[src/rtl/lsu_bus.sv]
// Load/store unit bridging the EX stage to a request/grant/response data bus.
// Builds byte enables and lane-replicated store data, then returns extended load data or an error code.
module lsu_bus #(
  parameter int unsigned ADDR_W  = 32,
  parameter int unsigned TIMEOUT = 255,
  parameter int unsigned CNT_W   = 8
) (
  input  logic              clk,
  input  logic              rst,
  input  logic              req_valid_i,
  input  logic              req_we_i,
  input  logic [2:0]        req_size_i,
  input  logic [ADDR_W-1:0] req_addr_i,
  input  logic [31:0]       req_wdata_i,
  input  logic [4:0]        req_rd_addr_i,
  output logic              req_ready_o,
  output logic              stall_o,
  output logic              rsp_valid_o,
  output logic [4:0]        rsp_rd_addr_o,
  output logic [31:0]       rsp_rdata_o,
  output logic [1:0]        rsp_err_o,
  output logic              bus_req_o,
  output logic              bus_we_o,
  output logic [ADDR_W-1:0] bus_addr_o,
  output logic [3:0]        bus_be_o,
  output logic [31:0]       bus_wdata_o,
  input  logic              bus_gnt_i,
  input  logic              bus_rvalid_i,
  input  logic [31:0]       bus_rdata_i,
  input  logic              bus_err_i
);

  localparam int unsigned TO_LAST = (TIMEOUT == 0) ? 0 : TIMEOUT - 1;
  localparam logic [1:0] ERR_OK  = 2'b00;
  localparam logic [1:0] ERR_ILL = 2'b01;
  localparam logic [1:0] ERR_BUS = 2'b10;
  localparam logic [1:0] ERR_TMO = 2'b11;

  typedef enum logic [1:0] {IDLE, REQ, RSP, ERR} state_t;

  typedef struct packed {
    logic              we;
    logic [ADDR_W-1:0] addr;
    logic [3:0]        be;
    logic [31:0]       wdata;
  } bus_cmd_t;

  state_t           state_q, state_d;
  bus_cmd_t         cmd_q, cmd_d, cmd_new;
  logic             bus_req_q, bus_req_d;
  logic             we_q, we_d;
  logic [2:0]       size_q, size_d;
  logic [1:0]       off_q, off_d;
  logic [4:0]       rd_q, rd_d;
  logic [CNT_W-1:0] cnt_q, cnt_d;
  logic             ready_q, stall_q;
  logic             rsp_valid_q, rsp_valid_d;
  logic [4:0]       rsp_rd_q, rsp_rd_d;
  logic [1:0]       rsp_err_q, rsp_err_d;
  logic [31:0]      rsp_rdata_q, rsp_rdata_d;

  logic             illegal;
  logic             to_hit;
  logic [7:0]       lane_b;
  logic [15:0]      lane_h;
  logic             sext;
  logic [31:0]      load_data;

  // Request legality: unsupported sizes, unsigned stores and misaligned halves/words
  always_comb begin
    illegal = 1'b0;
    case (req_size_i)
      3'b000:  illegal = 1'b0;
      3'b001:  illegal = req_addr_i[0];
      3'b010:  illegal = |req_addr_i[1:0];
      3'b100:  illegal = req_we_i;
      3'b101:  illegal = req_we_i | req_addr_i[0];
      default: illegal = 1'b1;
    endcase
  end

  // Bus command for a newly accepted request
  always_comb begin
    cmd_new.we   = req_we_i;
    cmd_new.addr = {req_addr_i[ADDR_W-1:2], 2'b00};
    case (req_size_i[1:0])
      2'b00: begin
        cmd_new.be    = 4'b0001 << req_addr_i[1:0];
        cmd_new.wdata = {4{req_wdata_i[7:0]}};
      end
      2'b01: begin
        cmd_new.be    = 4'b0011 << req_addr_i[1:0];
        cmd_new.wdata = {2{req_wdata_i[15:0]}};
      end
      default: begin
        cmd_new.be    = 4'b1111;
        cmd_new.wdata = req_wdata_i;
      end
    endcase
    if (!req_we_i) cmd_new.wdata = '0;
  end

  // Lane selection and sign/zero extension of the returned word
  always_comb begin
    case (off_q)
      2'd0:    lane_b = bus_rdata_i[7:0];
      2'd1:    lane_b = bus_rdata_i[15:8];
      2'd2:    lane_b = bus_rdata_i[23:16];
      default: lane_b = bus_rdata_i[31:24];
    endcase
    lane_h = off_q[1] ? bus_rdata_i[31:16] : bus_rdata_i[15:0];
    sext   = !size_q[2];
    case (size_q[1:0])
      2'b00:   load_data = {{24{sext & lane_b[7]}}, lane_b};
      2'b01:   load_data = {{16{sext & lane_h[15]}}, lane_h};
      default: load_data = bus_rdata_i;
    endcase
  end

  // Counter at or past the last allowed cycle; a completion event in that cycle still wins
  assign to_hit = (TIMEOUT != 0) && (cnt_q >= CNT_W'(TO_LAST));

  always_comb begin
    state_d     = state_q;
    cmd_d       = cmd_q;
    bus_req_d   = 1'b0;
    we_d        = we_q;
    size_d      = size_q;
    off_d       = off_q;
    rd_d        = rd_q;
    cnt_d       = cnt_q;
    rsp_valid_d = 1'b0;
    rsp_rd_d    = rsp_rd_q;
    rsp_err_d   = ERR_OK;
    rsp_rdata_d = '0;
    case (state_q)
      IDLE: begin
        if (req_valid_i) begin
          we_d   = req_we_i;
          size_d = req_size_i;
          off_d  = req_addr_i[1:0];
          rd_d   = req_rd_addr_i;
          if (illegal) begin
            state_d = ERR;
          end else begin
            state_d   = REQ;
            cmd_d     = cmd_new;
            bus_req_d = 1'b1;
            cnt_d     = '0;
          end
        end
      end
      REQ: begin
        cnt_d = cnt_q + CNT_W'(1);
        if (bus_gnt_i) begin
          state_d = RSP;
        end else if (to_hit) begin
          state_d     = IDLE;
          rsp_valid_d = 1'b1;
          rsp_rd_d    = rd_q;
          rsp_err_d   = ERR_TMO;
        end else begin
          bus_req_d = 1'b1;
        end
      end
      RSP: begin
        cnt_d = cnt_q + CNT_W'(1);
        if (bus_rvalid_i) begin
          state_d     = IDLE;
          rsp_valid_d = 1'b1;
          rsp_rd_d    = rd_q;
          rsp_err_d   = bus_err_i ? ERR_BUS : ERR_OK;
          rsp_rdata_d = (!we_q && !bus_err_i) ? load_data : 32'd0;
        end else if (to_hit) begin
          state_d     = IDLE;
          rsp_valid_d = 1'b1;
          rsp_rd_d    = rd_q;
          rsp_err_d   = ERR_TMO;
        end
      end
      default: begin
        state_d     = IDLE;
        rsp_valid_d = 1'b1;
        rsp_rd_d    = rd_q;
        rsp_err_d   = ERR_ILL;
      end
    endcase
  end

  always_ff @(posedge clk or negedge rst) begin
    if (!rst) begin
      state_q     <= IDLE;
      cmd_q       <= '0;
      bus_req_q   <= 1'b0;
      we_q        <= 1'b0;
      size_q      <= '0;
      off_q       <= '0;
      rd_q        <= '0;
      cnt_q       <= '0;
      ready_q     <= 1'b1;
      stall_q     <= 1'b0;
      rsp_valid_q <= 1'b0;
      rsp_rd_q    <= '0;
      rsp_err_q   <= ERR_OK;
      rsp_rdata_q <= '0;
    end else begin
      state_q     <= state_d;
      cmd_q       <= cmd_d;
      bus_req_q   <= bus_req_d;
      we_q        <= we_d;
      size_q      <= size_d;
      off_q       <= off_d;
      rd_q        <= rd_d;
      cnt_q       <= cnt_d;
      ready_q     <= (state_d == IDLE);
      stall_q     <= (state_d != IDLE);
      rsp_valid_q <= rsp_valid_d;
      rsp_rd_q    <= rsp_rd_d;
      rsp_err_q   <= rsp_err_d;
      rsp_rdata_q <= rsp_rdata_d;
    end
  end

  assign req_ready_o   = ready_q;
  assign stall_o       = stall_q;
  assign rsp_valid_o   = rsp_valid_q;
  assign rsp_rd_addr_o = rsp_rd_q;
  assign rsp_err_o     = rsp_err_q;
  assign rsp_rdata_o   = rsp_rdata_q;
  assign bus_req_o     = bus_req_q;
  assign bus_we_o      = cmd_q.we;
  assign bus_addr_o    = cmd_q.addr;
  assign bus_be_o      = cmd_q.be;
  assign bus_wdata_o   = cmd_q.wdata;

endmodule

[config.mk]
export PLATFORM = sky130hd
export DESIGN_NAME = lsu_bus
export DESIGN_NICKNAME = d
export VERILOG_FILES = /design/src/rtl/lsu_bus.sv
export SDC_FILE = /design/constraint.sdc
export NUM_CORES = 1
export LEC_CHECK = 0
export ABC_AREA = 1
export CAP_MARGIN = 25
export CELL_PAD_IN_SITES_DETAIL_PLACEMENT = 1
export CELL_PAD_IN_SITES_GLOBAL_PLACEMENT = 2
export CORE_MARGIN = 5
export CORE_UTILIZATION = 25
export DETAILED_ROUTE_END_ITERATION = 12
export PLACE_DENSITY_LB_ADDON = 0.12
export SLEW_MARGIN = 40
export SYNTH_ARGS = -nofsm -noshare
export SYNTH_HDL_FRONTEND = slang
export SYNTH_SLANG_ARGS = --single-unit
[constraint.sdc]
create_clock -name clk -period 2.2 [get_ports clk]
set_input_delay 0.44 -clock clk [delete_from_list [all_inputs] [get_ports clk]]
set_output_delay 0.44 -clock clk [all_outputs]
set_load 0.01 [all_outputs]
==> metrics.csv <==
stage,metric,value,unit
route,drt total wl,21700,microns
setup_path,Startpoint Class,flip-flop,
clocking,Num CTS Buffers,17,
sta,worst-margin pin slew,0.507,ns
sta,maximum clock frequency,0.526,GHz
clocking,worst skew pair latency,0.42,ns
global_route,GRT overflow,0,
power_and_ir_drop,Total Power,11.5,mW
yosys,#FFs+latches synth,131,
route,first-iteration detailed-routing DRC count,195,
die,core area,24200,sq um
finish,final net count,1087,
power_and_ir_drop,PwrDens,1220,nW/um^2
clocking,clock-pin slew on the worst setup and hold paths,0.06,ns
yosys,Cells after Synth,736,
die,Initial Utilization,25.2,%
route,Pre-antenna DRT Iters,4,
sta,Final Hold Viols,0,
global_route,first-pass GRT wire length,35200,microns
sta,Final Skew,0.00992,ns
yosys,cell area after synthesis,6100,sq um
setup_path,Buf/Inv on CP,1,
sta,"Worst Setup Slack, final",0.297,ns
route,# DRC,0,
finish,FF/Latch Area,3280,sq um
run,max cap viols,0,
global_route,vias in the first global route,6215,
setup_path,crit-path max cell delay,0.53,ns
die,Die Area,27600,sq um
finish,FILL cells,2836,
placement,post-detail-place hpwl,15900,microns
global_route,global route hottest layer,met2,
yosys,Area contributors post-synth,"dfrtp_1 (53%), nand2_1 (15%), nand3_1 (4.7%), inv_1 (4.1%), nor2_1 (3.8%)",
global_route,largest net degree at the start of global routing,42,
setup_path,Worst Path Max Fanout,1,
sta,Final min period,1.90,ns
route,Vias per Instance,4.27,
clocking,clk sinks,131,
yosys,post-synth top area cell,dfrtp_1,
setup_path,crit-path leading delay family,buffers and inverters,
route,wire per inst,16.6,microns
yosys,sequential share of the synthesized area,53.7,%
route,antenna-violating nets left,0,
power_and_ir_drop,Flop pwr share,32.7,%
power_and_ir_drop,Switching Power,4.13,mW
clocking,CTS tree,done,
yosys,Syn. warnings,0,
setup_path,Required @ worst endpoint,1.76,ns
placement,Port Buffers,220,
finish,Layout area overhead,54.8,%
placement,RD Place Congestion,0.755,
clocking,# hold bufs at CTS,1,
global_route,met3 Use GR,5.90,%
yosys,Mean Syn Cell Area,8.29,sq um
setup_path,"slowest stage cell, crit path",clkdlybuf4s50_1,
die,row count,57,
setup_path,critical path arrival,1.46,ns
die,Die H,166,microns
clocking,post-cts sizing count,0,
setup_path,R2R Setup Slk,0.38,ns
clocking,htree depth,4,
sta,hold slack,0.470,ns
clocking,setup bufs post-CTS,0,
power_and_ir_drop,Pleak,4.59,nW
global_route,met2 Resource Use GR,25.8,%
setup_path,crit path cell chain,clkdlybuf4s50_1,
yosys,post-synth top area share,53.3,%
clocking,clock root buffer,clkbuf_16,
setup_path,critical path class,flip-flop to output pin,
power_and_ir_drop,Int Pwr,7.39,mW
sta,Final Setup Violations,0,
power_and_ir_drop,VDD IR max,0.000539,V
clocking,CTS max path bufs,2,
power_and_ir_drop,Sw Ratio,35.8,%
power_and_ir_drop,Clock power frac,27.1,%
run_status,outcome,completed,
global_route,initial antenna violation count,2,
global_route,GR Layer Usage met1,19.7,%
finish,Multi-input gate area,2360,sq um
placement,DP Worst Slack,0.148,ns
finish,layout cells sized above 1,9.26,%
die,DIE WIDTH,166,microns
sta,RSZ-0062 raised after global routing,no,
sta,final setup TNS,0,ns
min_path,Hold WC Path Type,flip-flop to flip-flop,
die,num ports,223,
power_and_ir_drop,Logic pwr share,40.2,%
yosys,Yosys cell types,39,
sta,Relative slew margins,66.0,%
setup_path,CP Capture Type,output pin,
sta,ratio of final minimum period to clock period,86.5,%
sta,Pins Over Slew Limit,0,
global_route,gr usage total,15.8,%
route,total number of vias,5583,
==> logic make-up (layout without fill, tap and decap cells) <==
logic type / count (synthesis) / in the layout / share of synthesized area (%)
and+or+nand+nor: 394 / 394 / 27.3
DFF: 131 / 131 / 53.7
buffers and inverters: 107 / 353 / 7.75
AOI/OAI and AO/OA: 88 / 88 / 8.55
adders and majority gates: 6 / 6 / 1.23
xor gates and xnor gates: 6 / 6 / 0.861
muxes: 3 / 3 / 0.553
other: 1 / 3 / 0.0614
==> cell type report <==
| cell class | instances | area share [%] |
|---|---|---|
| sequential | 131 | 34.7 |
| timing repair buffer | 248 | 26.4 |
| multi-input combinational | 499 | 24.9 |
| clock buffer | 20 | 4.83 |
| tap | 324 | 4.29 |
| inverter | 73 | 2.95 |
| clock inverter | 12 | 1.91 |
| antenna | 1 | 0.0265 |
==> routing by layer <==
metal | vias to the layer above | wire length, microns | share of wire [%]
met3 | 22 | 1680 | 7.7
met2 | 149 | 10100 | 46
met1 | 2613 | 9680 | 45
met5 | - | 13 | 0.060
met4 | 2 | 294 | 1.4
li1 | 2797 | - | -
==> placed cells by master, fill, tap and decap left out, types with 3 or more instances in the layout <==
| master | count |
|---|---|
| nand2_1 | 247 |
| clkdlybuf4s50_1 | 219 |
| dfrtp_1 | 130 |
| inv_1 | 66 |
| nor2_1 | 62 |
| nand3_1 | 57 |
| buf_4 | 21 |
| o21ai_0 | 19 |
| a21oi_1 | 19 |
| o21ai_1 | 17 |
| clkbuf_16 | 17 |
| o22ai_1 | 10 |
| nor2_2 | 9 |
| o21bai_1 | 8 |
| a221oi_1 | 6 |
| ha_1 | 6 |
| buf_12 | 6 |
| or2_2 | 4 |
| xor2_1 | 4 |
| clkinv_4 | 4 |
| bufinv_16 | 4 |
| inv_2 | 3 |
| nor3_1 | 3 |
| nand3_2 | 3 |
| o221ai_1 | 3 |
| mux2_2 | 3 |
==> state kept, by name, summed over array words and instances, names as in the netlist, 3 cells and up <==
signal / cells
bus_addr_o: 30
bus_be_o: 4
bus_wdata_o: 32
cnt_q: 8
rd_q: 5
rsp_rd_addr_o: 5
rsp_rdata_o: 32
size_q: 3
==> stage by stage <==
step                area (sq um)  utilization [%]  std cells
global route                9450             39.1       1308
floorplan                   6110                -        737
finish                      9450             39.1       1308
CTS                         9450             39.1       1307
global placement            8800             36.4       1274
detailed placement          8800             36.4       1274
==> synthesized netlist by cell type <==
master	number
inv_1	66
dfrtp_1	130
o21bai_1	8
nor2_1	62
inv_4	2
o22ai_1	10
nor3_1	3
nand3_4	1
o31ai_1	2
buf_6	4
clkbuf_1	11
o221ai_1	3
ha_1	6
mux2_2	3
o21ai_1	17
nand4_4	1
xor2_1	4
or2_2	4
a31oi_1	1
conb_1	1
nand3_2	3
nand3b_1	1
a211oi_1	2
xnor2_1	2
o21ai_0	19
a21oi_1	19
nand2_2	2
o21ai_2	1
nand4_1	2
inv_2	3
buf_2	14
a221oi_1	6
dfstp_2	1
clkinv_1	2
nand2_4	2
nor2_2	9
buf_4	5
nand2_1	247
nand3_1	57
==> final timing paths <==
path	from	endpoint	depth (start not counted)
setup / recovery	req_ready_o	req_ready_o	1
hold / removal	bus_addr_o[21]	bus_addr_o[21]	2
setup reg to reg	state_q[0]	size_q[2]	6
hold reg to reg	bus_addr_o[21]	bus_addr_o[21]	2
max in group asynchronous	rst	req_ready_o	3
min in group asynchronous	rst	bus_req_o	2
==> power by group through the flow <==
stage               sequential [mW]  clock, mW  combinational [mW]
global route                   3.88       3.32                5.17
detailed placement             3.80          0                4.71
global placement               3.81          0                4.68
floorplan                      4.00          0                1.96
CTS                            3.78       3.22                4.74
finish                         3.76       3.12                4.63
No activity file was read; power rests on OpenSTA's default activity.
